## config.mk

```make
export PLATFORM = sky130hd
export DESIGN_NAME = uart_rx
export DESIGN_NICKNAME = d
export VERILOG_FILES = /design/src/rtl/uart_rx.sv
export SDC_FILE = /design/constraint.sdc
export NUM_CORES = 1
export LEC_CHECK = 0
export BUFFER_PORTS_ARGS = -buffer_cell sky130_fd_sc_hd__buf_2
export CAP_MARGIN = 20
export CORE_ASPECT_RATIO = 0.8
export CORE_MARGIN = 2
export CORE_UTILIZATION = 57
export DETAILED_ROUTE_END_ITERATION = 16
export MAX_ROUTING_LAYER = met4
export PLACE_DENSITY = 0.84
export SYNTH_ARGS = -nofsm -noshare
export SYNTH_HDL_FRONTEND = slang
export SYNTH_SLANG_ARGS = --single-unit
```

## constraint.sdc

```tcl
create_clock -name clk -period 1.7 [get_ports clk]
set_input_delay 0.34 -clock clk [delete_from_list [all_inputs] [get_ports clk]]
set_output_delay 0.34 -clock clk [all_outputs]
set_load 0.01 [all_outputs]
```

## src/rtl/uart_rx.sv

```systemverilog
// uart_rx: 8-bit UART receiver (1 start, 8 data LSB first, 1 stop), CLKS_PER_BIT clocks per bit.
// Define UART_RX_PARITY_EN to insert one even-parity bit between the data bits and the stop bit.
module uart_rx #(
    parameter int unsigned CLKS_PER_BIT = 16
) (
    input  logic       clk,
    input  logic       rst_n,
    input  logic       ena,
    input  logic       rx,
    input  logic       rd_ack,
    output logic [7:0] data,
    output logic       valid,
    output logic       busy,
    output logic       frame_err,
    output logic       parity_err,
    output logic       overrun
);
    localparam int unsigned CNT_W = (CLKS_PER_BIT > 2) ? $clog2(CLKS_PER_BIT) : 1;
    localparam logic [CNT_W-1:0] CNT_HALF = CNT_W'(CLKS_PER_BIT / 2 - 1);
    localparam logic [CNT_W-1:0] CNT_FULL = CNT_W'(CLKS_PER_BIT - 1);

`ifdef UART_RX_PARITY_EN
    typedef enum logic [2:0] {
        IDLE   = 3'd0,
        START  = 3'd1,
        DATA   = 3'd2,
        PARITY = 3'd3,
        STOP   = 3'd4
    } state_t;
`else
    typedef enum logic [2:0] {
        IDLE   = 3'd0,
        START  = 3'd1,
        DATA   = 3'd2,
        STOP   = 3'd4
    } state_t;
`endif

    state_t           state;
    logic [CNT_W-1:0] cnt;
    logic [2:0]       bit_idx;
    logic [7:0]       shreg;
    logic             rx_meta;
    logic             rxs;
    logic             rxs_prev;
`ifdef UART_RX_PARITY_EN
    logic             par_bad;
`endif

    // Two-flop synchronizer plus one history flop for falling-edge detection.
    always_ff @(posedge clk or negedge rst_n) begin
        if (!rst_n) begin
            rx_meta  <= 1'b1;
            rxs      <= 1'b1;
            rxs_prev <= 1'b1;
        end else begin
            rx_meta  <= rx;
            rxs      <= rx_meta;
            rxs_prev <= rxs;
        end
    end

    assign busy = (state != IDLE);

    // Receive FSM; status pulses default low every clock.
    always_ff @(posedge clk or negedge rst_n) begin
        if (!rst_n) begin
            state     <= IDLE;
            cnt       <= '0;
            bit_idx   <= '0;
            shreg     <= '0;
            data      <= '0;
            valid     <= 1'b0;
            frame_err <= 1'b0;
            overrun   <= 1'b0;
`ifdef UART_RX_PARITY_EN
            par_bad    <= 1'b0;
            parity_err <= 1'b0;
`endif
        end else begin
            frame_err <= 1'b0;
            overrun   <= 1'b0;
`ifdef UART_RX_PARITY_EN
            parity_err <= 1'b0;
`endif
            if (rd_ack) begin
                valid <= 1'b0;
            end

            if (!ena) begin
                state   <= IDLE;
                cnt     <= '0;
                bit_idx <= '0;
                shreg   <= '0;
`ifdef UART_RX_PARITY_EN
                par_bad <= 1'b0;
`endif
            end else begin
                case (state)
                    IDLE: begin
                        cnt     <= '0;
                        bit_idx <= '0;
                        // A held-low line (break) never shows a 1->0 transition, so it cannot restart us.
                        if (rxs_prev && !rxs) begin
                            state <= START;
                        end
                    end
                    START: begin
                        if (cnt == CNT_HALF) begin
                            cnt   <= '0;
                            state <= rxs ? IDLE : DATA;
                        end else begin
                            cnt <= cnt + CNT_W'(1);
                        end
                    end
                    DATA: begin
                        if (cnt == CNT_FULL) begin
                            cnt            <= '0;
                            shreg[bit_idx] <= rxs;
                            if (bit_idx == 3'd7) begin
`ifdef UART_RX_PARITY_EN
                                state <= PARITY;
`else
                                state <= STOP;
`endif
                            end else begin
                                bit_idx <= bit_idx + 3'd1;
                            end
                        end else begin
                            cnt <= cnt + CNT_W'(1);
                        end
                    end
`ifdef UART_RX_PARITY_EN
                    PARITY: begin
                        if (cnt == CNT_FULL) begin
                            cnt     <= '0;
                            par_bad <= (rxs != (^shreg));
                            state   <= STOP;
                        end else begin
                            cnt <= cnt + CNT_W'(1);
                        end
                    end
`endif
                    STOP: begin
                        if (cnt == CNT_FULL) begin
                            cnt   <= '0;
                            state <= IDLE;
                            if (!rxs) begin
                                frame_err <= 1'b1;
`ifdef UART_RX_PARITY_EN
                            end else if (par_bad) begin
                                parity_err <= 1'b1;
`endif
                            end else begin
                                data    <= shreg;
                                valid   <= 1'b1;
                                overrun <= valid && !rd_ack;
                            end
`ifdef UART_RX_PARITY_EN
                            par_bad <= 1'b0;
`endif
                        end else begin
                            cnt <= cnt + CNT_W'(1);
                        end
                    end
                    default: begin
                        state <= IDLE;
                        cnt   <= '0;
                    end
                endcase
            end
        end
    end

`ifndef UART_RX_PARITY_EN
    assign parity_err = 1'b0;
`endif

endmodule

```

# Word level (Yosys, flattened, before mapping)
# Cells that the tools add are included.
dict set report word_totals {
  regBits 32
  in_bits 5
  out_inout_bits 13
  wordCells 77
}
dict set report op_classes {
  add_sub_neg 2
  n_lt_le_gt_ge 2
  n_eq_ne 15
  muxes 35
  n_reduce_logical 12
}
# operator n
set ops {}
lappend ops {{$mux 3} 9}
lappend ops {{$mux 8} 3}
lappend ops {{$ne 3x3->1 const B} 6}
lappend ops {{$mux 1} 14}
lappend ops {{$mux 4} 3}
lappend ops {{$pmux 3 s4} 1}
lappend ops {{$bwmux 8} 1}
lappend ops {{$pmux 4 s2} 1}
lappend ops {{$eq 3x3->1 const B} 2}
lappend ops {{$pmux 3 s2} 1}
lappend ops {{$reduce_and 5->1} 1}
lappend ops {{$add 4x1->4 const B} 1}
lappend ops {{$eq 4x3->1 const B} 1}
lappend ops {{$eq 4x4->1 const B} 1}
lappend ops {{$lt 3x4->1 const B} 1}
lappend ops {{$ne 2x1->1 const B} 2}
lappend ops {{$reduce_and 4->1} 1}
lappend ops {{$add 3x1->3 const B} 1}
lappend ops {{$demux 1 s3} 1}
lappend ops {{$eq 3x1->1 const B} 1}
lappend ops {{$eq 3x2->1 const B} 1}
lappend ops {{$ge 3x1->1 const B} 1}
lappend ops {{$logic_and 1x1->1} 3}
lappend ops {{$logic_not 3->1} 1}
lappend ops {{7 further kinds} 8}

# Logic depth before layout (Yosys ltp)
# Gate-level depths: netlist (run 1).
dict set report logic_depth {
  depth_word 8
  depth_mapped 6
  mapped_depth_nobuf 5
}

# Least setup slack after synthesis (run 1)
# No wires, ideal clock.
dict set report synth_path {
  path_kind {flip-flop to flip-flop}
  startpoint {reg cnt[0]}
  endpoint {reg data[0]}
  setup_ns 0.125
  arrival_time_ns 1.422
  t_required_ns 1.575
  path_slack_ns 0.153
  stages_incl_launch_ff 6
  n_path_buf 1
  synth_period_minus_slack_ns 1.547
  cell_sequence {dfrtp_1 ha_1 and3_1 buf_4 nand3_4 mux2_4}
}
dict set report synth_between {
  elab_chain_cells 2
}
# element line
set synth_rtl {}
lappend synth_rtl {{from (decl)} 40} ;# logic [CNT_W-1:0] cnt;
lappend synth_rtl {{from (signal assigned)} 113} ;# cnt <= cnt + CNT_W'(1);
lappend synth_rtl {{from (signal assigned)} 130} ;# cnt <= cnt + CNT_W'(1);
lappend synth_rtl {{from (signal assigned)} 163} ;# cnt <= cnt + CNT_W'(1);
lappend synth_rtl {{$eq 4x4->1} 145} ;# if (cnt == CNT_FULL) begin
lappend synth_rtl {{$reduce_and 4->1 (no source line)} -}
lappend synth_rtl {{to (signal assigned)} 155} ;# data <= shreg;
lappend synth_rtl {{to (decl)} 11} ;# output logic [7:0] data,
# Every way passes these cells.
# A chain may end at the register's enable or synchronous reset.

# Worst setup path after layout (run 1)
dict set report layout_path {
  startpoint {reg state[2]}
  endpoint {out busy}
}
dict set report layout_between {
  elab_chain_cells 1
}
# element line
set layout_rtl {}
lappend layout_rtl {{from (decl)} 39} ;# state_t state;
lappend layout_rtl {{from (signal assigned)} 111} ;# state <= rxs ? IDLE : DATA;
lappend layout_rtl {{$reduce_bool 3->1} 63} ;# assign busy = (state != IDLE);
lappend layout_rtl {{to (decl)} 13} ;# output logic busy,
# Every way passes these cells.

==> results of run 1 <==
synth_stat cells (all sizes together), types with 2 or more instances:
cell type / instances / area, sq um
xor2: 2 / 17.5
dfrtp: 29 / 726
nor3: 3 / 15.0
nand4: 5 / 31.3
buf: 8 / 52.5
nand4b: 4 / 35.0
dfstp: 3 / 78.8
nor2: 8 / 30.0
o221ai: 2 / 17.5
nand2: 14 / 52.6
mux2: 8 / 120
nand3: 7 / 47.6
o21ai: 2 / 10.0
and2: 2 / 12.5
ha: 3 / 37.5
clkbuf: 3 / 11.3
a21oi: 2 / 10.0
and3: 2 / 12.5
nor4b: 2 / 23.8
and4bb: 3 / 41.3
nand2b: 2 / 12.5
mux2i: 8 / 80.1
registers in the layout (all words and copies together), names as in the netlist:
| register | flops |
|---|---|
| bit_idx | 3 |
| cnt | 4 |
| data | 8 |
| frame_err | 1 |
| overrun | 1 |
| rx_meta | 1 |
| rxs | 1 |
| rxs_prev | 1 |
| shreg | 8 |
| state | 3 |
| valid | 1 |
layout make-up:
class | instances | area [sq um] | area share, %
Clock buffer | 5 | 37.5 | 2.04
Clock inverter | 3 | 42.5 | 2.31
Inverter | 1 | 3.75 | 0.204
Multi-Input combinational cell | 95 | 742 | 40.3
Sequential cell | 32 | 807 | 43.8
Tap cell | 38 | 47.5 | 2.58
Timing Repair Buffer | 26 | 161 | 8.76
logic make-up after synthesis:
family	share of synthesized area (%)
buf+inv	4.21
fa+ha+maj	2.34
flops	50.2
simple gates	21.4
xor+xnor	1.64
other cells	0.234
compound gates	7.57
mux	12.5
path summary, 6_finish.rpt:
path                               start        to  slack, ns  cells past startpoint
worst min register to register   rx_meta       rxs       0.35                      0
worst max register to register  state[2]  shreg[6]       0.08                      4
worst min-delay path               rst_n   data[2]       0.02                      1
min in group clk                      rx   rx_meta       0.09                      1
max in group asynchronous          rst_n  state[2]       1.21                      1
worst max-delay path            state[2]      busy       0.03                      2
metrics by stage:
stage	hold slack, ns	util (%)	power (mW)	instance area (sq um)
floorplan	0.0444	-	0.834	1600
global placement	0.350	63.7	0.864	1740
detailed placement	0.349	63.7	0.867	1740
CTS	0.0382	67.5	1.45	1840
global route	0.0555	67.6	1.50	1840
finish	0.0160	67.6	1.45	1840
worst register-to-register path, stage by stage (launching register included):
cell,delay (ns)
dfrtp_2,0.49
buf_4,0.19
nor4b_2,0.44
nand4_1,0.22
mux2i_1,0.16
routing by layer:
layer / share of wire [%] / wire length (microns)
met1: 44 / 1470
met2: 48 / 1590
met5: 0 / 0
met3: 5.8 / 191
met4: 1.6 / 53
placed cells by master, fill, tap and decap left out, drive strengths merged, types with 2 or more instances in the layout:
cell | synthesis | routed
a21oi | 2 | 2
and2 | 2 | 2
and3 | 2 | 2
and4bb | 3 | 3
buf | 8 | 26
clkbuf | 3 | 5
dfrtp | 29 | 29
dfstp | 3 | 3
ha | 3 | 3
mux2 | 8 | 8
mux2i | 8 | 8
nand2 | 14 | 14
nand2b | 2 | 2
nand3 | 7 | 7
nand4 | 5 | 5
nand4b | 4 | 4
nor2 | 8 | 8
nor3 | 3 | 3
nor4b | 2 | 2
o21ai | 2 | 2
o221ai | 2 | 2
xor2 | 2 | 2
power by group through the flow:
stage / logic (mW) / clock network (mW) / registers (mW)
final: 0.0851 / 0.584 / 0.777
after global routing: 0.0932 / 0.629 / 0.778
after global placement: 0.0704 / 0 / 0.794
after floorplan: 0.0442 / 0 / 0.789
after detailed placement: 0.0733 / 0 / 0.794
after CTS: 0.0803 / 0.596 / 0.777
what timing repair did:
action / CTS / global route
endpoints found under the setup margin: 1 / 4
hold buffers: 0 / 0
hold endpoints to repair: 0 / 0
pin swaps: 0 / 1
gates resized for setup: 3 / 3
buffers inserted: 3 / 0
==> results.toml, run 1 <==
[placed_design]
io_buffer_count = 16
dp_slack_ns = 0.0573
hpwl_microns = 2100
place_inst = 191
gp_congestion = 0.893

[grt]
grt_util_met1_pct = 28.3
grtUsageMet2_pct = 37.2
grt_pass1_wl_microns = 5330
grt-ovfl-total = 0
antenna_found_initial = 0
grt_pass1_vias = 1104
grt.total_usage_pct = 23.3
top_usage_layer = "met2"
grt.met3_usage_pct = 5.95
grt_start_max_net_pins = 33

[sta]
fin_ws_ns = 0.0349
worst_slew_pin_slew_ns = 0.685
setup_viol = 0
fmax_mhz = 601
timing.final.crit_share_pct = 97.9
final_max_slew_viol_count = 0
fin_crit_ns = 1.67
final_hold_viol_count = 0
tns_ns = 0
rsz0062_at_grt = "false"
timing.slew.headroom_pct = 54.3
finalClockSkew_ns = 0.0140

[worst_setup_path]
crit_type = "register to output port"
slowest_delay_ns = 0.49
worst_setup_path_end_kind = "output port"
cpLargestDelayFamily = "flip-flops"
cp.required_ns = 1.36
worst-path-max-fanout = 10
crit_path_start_kind = "register"
worstPathBufferInverterCount = 1
cp.arrival_ns = 1.33
crit_chain = "or3_4 > buf_6"
slowest_stage = "dfrtp_2"

[finish]
nNetsFinal = 169
drive_above_1_share_pct = 33.3
diodes = 0
fillers = 226
synthToLayoutAreaGrowth_pct = 14.8
finalNonFillerCells = 200

[clock_tree]
tritoncts = "done"
cts.htree.levels = 2
cts_num_sinks = 32
cts_max_path_buffers = 2
cts_buffers = 5
clk_latency_ns = 0.35
clkTransAtPathRegs_ns = 0.11
cts.root.buffer_cell = "clkbuf_4"

[die]
io_pins = 18
initial_core_util_pct = 58.9
fp.dieH_microns = 51.4
num_rows = 17
coreArea_sq_um = 2720
dieArea_sq_um = 3260
die_x_microns = 63.3

[logic_synthesis]
synthesis.nets = 147
synth-edff-count = 0
synthCells = 139
async_flop_share_pct = 100
yosys_warnings = 0
synth_seq_cells = 32
yosysSeqAreaShare_pct = 50.2
ys_types = 45
avgSynthCellArea_sq_um = 11.5
synth_ff_type = "dfrtp_1"
netlist_area_sq_um = 1600

[outcome]
status = "finished, final reports clean"

[power]
pwr-share-comb_pct = 5.9
p_sw_mw = 0.335
power.internal_mw = 1.11
pwr-share-clk_pct = 40.4
switching_share_pct = 23.2
worst_ir_drop_vdd_mv = 0.831
seqPwrFrac_pct = 53.8
total_leakage_power_nw = 0.938
p_per_area_nw_per_um2 = 785

[routing]
drt_first_pass_iters = 4
vias = 1173
remaining_drc_errors = 0
via_per_inst = 5.87
drt-initial-drc-count = 36
wirelength_microns = 3310
ant_nets = 0
wl_per_cell_microns = 16.6

[min_path]
hold_class = "input pin to async pin"

[run]
maxCapViolCount = 0
(Power assumes the default switching activity.)
==> run 2, diff against run 1 <==
Settings changed: CORE_UTILIZATION 57 to 60, CTS_BUF_LIST set to sky130_fd_sc_hd__clkbuf_4, PLACE_DENSITY 0.84 to 0.87, SLEW_MARGIN set to 20.
==> run 2 against run 1 <==
Compared with the run above:
- final area down 0.27%
- clock power down 4.1%
- count of clock-buffer cells in the layout unchanged
- worst hold slack better by 0.018 ns
- cell count unchanged
- critical path type unchanged
- combinational power down 6.8%
- sequential power about the same
==> results.toml, run 2 (synthesis results as in run 1) <==
[outcome]
status = "finished, final reports clean"

[power]
p_per_area_nw_per_um2 = 771
seqPwrFrac_pct = 54.9
total_leakage_power_nw = 0.948
switching_share_pct = 22.4
pwr-share-clk_pct = 39.5
worst_ir_drop_vdd_mv = 0.627
p_sw_mw = 0.317
pwr-share-comb_pct = 5.6
power.internal_mw = 1.10

[worst_setup_path]
slowest_delay_ns = 0.40
crit_type = "register to output port"
cpLargestDelayFamily = "flip-flops"
worstPathBufferInverterCount = 2
cp.arrival_ns = 1.30
worst_setup_path_end_kind = "output port"
worst-path-max-fanout = 6
crit_chain = "buf_6 > or3_1 > buf_2"
crit_path_start_kind = "register"
cp.required_ns = 1.36
slowest_stage = "dfrtp_1"
r2r_slack_ns = 0.07

[finish]
diodes = 0
drive_above_1_share_pct = 31.7
synthToLayoutAreaGrowth_pct = 14.5
final_common_cell = "dfrtp_1"
nNetsFinal = 171
mostFrequentLayoutCells = "27 x dfrtp_1, 16 x buf_2, 14 x nand2_1"
final_area_sq_um = 1840
largestRegisters = "data: 8 flops, shreg: 8 flops, cnt: 4 flops"

[routing]
wl_met3_microns = 206
wl_met2_microns = 1590
drt_first_pass_iters = 4
wirelength_microns = 3320
via_per_inst = 5.98
top_layer = "met4"
wirelength_met1_microns = 1410
drt-initial-drc-count = 38
wl_per_cell_microns = 16.6
remaining_drc_errors = 0
ant_nets = 0
vias = 1195

[clock_tree]
clkTransAtPathRegs_ns = 0.10
cts_num_sinks = 32
tritoncts = "done"
cts.htree.levels = 2
cts_buffers = 5
cts_max_path_buffers = 2
clk_latency_ns = 0.34
cts.root.buffer_cell = "clkbuf_4"

[sta]
timing.slew.headroom_pct = 54.3
fmax_mhz = 611
fin_crit_ns = 1.64
worst_slew_pin_slew_ns = 0.686
hold-worst-slack_ns = 0.0344
final_hold_viol_count = 0
final_max_slew_viol_count = 0
finalClockSkew_ns = 0.00760
tns_ns = 0
timing.final.crit_share_pct = 96.3
setup_viol = 0

[die]
dieArea_sq_um = 3110
initial_core_util_pct = 64.1
num_rows = 16
die_x_microns = 61.8
coreArea_sq_um = 2500
io_pins = 18
fp.dieH_microns = 50.2

[placed_design]
placed_cell_area_sq_um = 1730
gp_congestion = 0.871
io_buffer_count = 16
hpwl_microns = 2160

[run]
maxCapViolCount = 0

[grt]
grt-ovfl-total = 0
grt_pass1_vias = 1193
grt.total_usage_pct = 26.2
grt_start_max_net_pins = 33
antenna_found_initial = 0
grt_pass1_wl_microns = 5670

[min_path]
hold_class = "input pin to async pin"
-- run 2: metal layers --
metal,GRT usage (%),vias up
met4,12.8,0
met5,-,-
met2,39.6,52
li1,-,556
met1,32.1,575
met3,7.22,12
-- run 2: power groups by stage --
stage | Clock [mW] | Combinational [mW] | Sequential, mW
finish | 0.560 | 0.0793 | 0.777
global route | 0.609 | 0.0879 | 0.778
CTS | 0.569 | 0.0731 | 0.779
floorplan | 0 | 0.0442 | 0.789
global placement | 0 | 0.0687 | 0.793
detailed placement | 0 | 0.0715 | 0.794
-- run 2: per-stage QoR --
step / setup WS, ns / utilization (%) / power [mW] / instances
2_1_floorplan: 0.153 / - / 0.834 / 139
3_3_place_gp: 0.229 / 69.0 / 0.862 / 188
3_5_place_dp: 0.169 / 69.0 / 0.865 / 188
4_1_cts: 0.00534 / 72.8 / 1.42 / 198
5_1_grt: -0.0176 / 73.4 / 1.47 / 200
6_report: 0.0637 / 73.4 / 1.42 / 200
-- run 2: worst paths after layout --
kind	startpoint	to	cells after the start
setup / recovery	state[1]	busy	3
hold / removal	rst_n	data[2]	1
setup reg to reg	cnt[0]	state[1]	5
hold reg to reg	rx_meta	rxs	0
max in group asynchronous	rst_n	state[0]	1
min in group clk	rx	rx_meta	1
-- run 2: timing repair --
action	CTS	global route
setup endpoints to repair	1	1
resized for setup	2	1
gates cloned	0	0
endpoints found under the hold margin	0	0
pin swaps	0	1
hold buffers	0	0
buffers inserted	2	3
-- run 2: layout make-up --
class | count | area, sq um
clock inverter | 3 | 37.5
sequential | 32 | 807
clock buffer | 5 | 37.5
multi-input combinational | 95 | 732
timing repair buffer | 28 | 174
tap | 36 | 45.0
inverter | 1 | 3.75
fill | 171 | 666
==> run 3, diff against run 2 <==
Settings changed: CORE_UTILIZATION 60 to 55, PLACE_DENSITY 0.87 to 0.82.
==> run 3 against run 2 <==
Compared with the run above:
- core utilization is 6.2 points lower
- final area is 1.2% higher
- clock power is 5.2% higher
- power is 2.6% higher
- worst hold slack better by 0.0083 ns
- combinational power is 9.5% higher
- die area is 8.4% higher
- clock skew is 0.0013 ns higher
- count of clock-buffer cells in the layout is 1 higher
- highest routed layer unchanged
==> results.toml, run 3 (synthesis results as in run 1) <==
[sta]
worst_slew_pin_slew_ns = 0.691
timing.slew.headroom_pct = 53.9
timing.final.crit_share_pct = 99.1
rsz0062_at_grt = "true"
fin_crit_ns = 1.69
final_max_slew_viol_count = 0
finalClockSkew_ns = 0.00893
hold-worst-slack_ns = 0.0427
fmax_mhz = 593
setup_viol = 0
final_hold_viol_count = 0

[worst_setup_path]
worst-path-max-fanout = 2
cp.arrival_ns = 1.35
r2r.worst_path.cells = 4
r2r_start = "state[2]"
slowest_stage = "dfrtp_1"
worst_setup_path_end_kind = "output port"
r2r-end = "data[1]"
cp.required_ns = 1.36
slowest_delay_ns = 0.40
crit_type = "register to output port"
r2r_slack_ns = 0.09
crit_chain = "buf_6 > or3_1 > buf_2"
crit_path_start_kind = "register"

[finish]
largestRegisters = "data: 8 flops, shreg: 8 flops, cnt: 4 flops"
synthToLayoutAreaGrowth_pct = 15.8
drive_above_1_share_pct = 33.1
nNetsFinal = 170
final_common_cell = "dfrtp_1"
mostFrequentLayoutCells = "28 x dfrtp_1, 16 x buf_2, 14 x nand2_1"
diodes = 0

[clock_tree]
cts_num_sinks = 32
cts_buffers = 5
cts.root.buffer_cell = "clkbuf_4"
tritoncts = "done"
cts.htree.levels = 2
cts_hold_buffers = 0
clk_latency_ns = 0.33
cts_max_path_buffers = 2
clkTransAtPathRegs_ns = 0.10

[routing]
drt_first_pass_iters = 4
drt-initial-drc-count = 72
wirelength_microns = 3440
ant_nets = 0
remaining_drc_errors = 0
wl_per_cell_microns = 17.1
vias = 1199
via_per_inst = 5.97

[grt]
grt_pass1_vias = 1150
antenna_found_initial = 0
grt_start_max_net_pins = 33
grt.total_usage_pct = 23.9
grt_pass1_wl_microns = 5660
grt-ovfl-total = 0

[power]
worst_ir_drop_vdd_mv = 0.517
power_mw = 1.45
p_per_area_nw_per_um2 = 782
total_leakage_power_nw = 0.953

[placed_design]
gp_congestion = 0.885
io_buffer_count = 16
hpwl_microns = 2150

[die]
num_rows = 17
die_x_microns = 64.4
dieArea_sq_um = 3370
coreArea_sq_um = 2770
fp.dieH_microns = 52.3
io_pins = 18
initial_core_util_pct = 58.0

[outcome]
status = "finished, final reports clean"

[min_path]
hold_class = "input pin to async pin"

[run]
maxCapViolCount = 0
run 3: metrics by stage:
stage          setup WS, ns  cells  setup TNS, ns  cell area (sq um)  util (%)
4_1_cts              0.0110    201              0               1840      66.5
3_5_place_dp         0.0712    190              0               1730      62.5
5_1_grt             -0.0358    201        -0.0358               1860      67.2
2_1_floorplan         0.153    139              0               1600         -
3_3_place_gp          0.197    190              0               1730      62.5
6_report             0.0149    201              0               1860      67.2
run 3: timing repair:
item                                    4_1_cts  5_1_grt
pin swaps                                     0        1
endpoints found under the setup margin        1        8
setup buffers                                 4        0
gates resized for setup                       3        3
hold endpoints to repair                      0        0
run 3: metal layers:
metal / track usage [%] / share of wire (%) / up-vias
met4: 9.22 / 0.29 / 0
met5: - / 0 / -
met3: 7.53 / 7.3 / 2
met1: 29.3 / 44 / 600
li1: - / - / 551
met2: 37.8 / 48 / 46
run 3: critical path: cells and delay by family, from the launching register on:
family	cells	cell delay, ns
buffers and inverters	2	0.26
and+or+nand+nor	1	0.35
DFF	1	0.40
run 3: worst max-delay path by stage:
stage          slack (ns)        from         end
6_report             0.01    state[1]        busy
5_1_grt             -0.04    state[1]        busy
3_5_place_dp         0.07  bit_idx[0]  bit_idx[2]
3_3_place_gp         0.20  bit_idx[0]  bit_idx[2]
4_1_cts              0.01    state[0]        busy
2_1_floorplan        0.15      cnt[0]     data[0]
run 3: final cells by class:
class                   count  area, sq um
multi-input cells          95          751
inverters                   1         3.75
fillers                   215          907
clock buffers               6         45.0
clock inverters             2         35.0
flip-flops and latches     32          806
well taps                  38         47.5
repair buffers             27          170
run 3: report_power, final:
part	leakage [nW]	internal, mW	total (mW)	switching (mW)
sequential	0.434	0.771	0.777	0.00628
clock	0.0456	0.324	0.589	0.265
combinational	0.474	0.0327	0.0868	0.0541
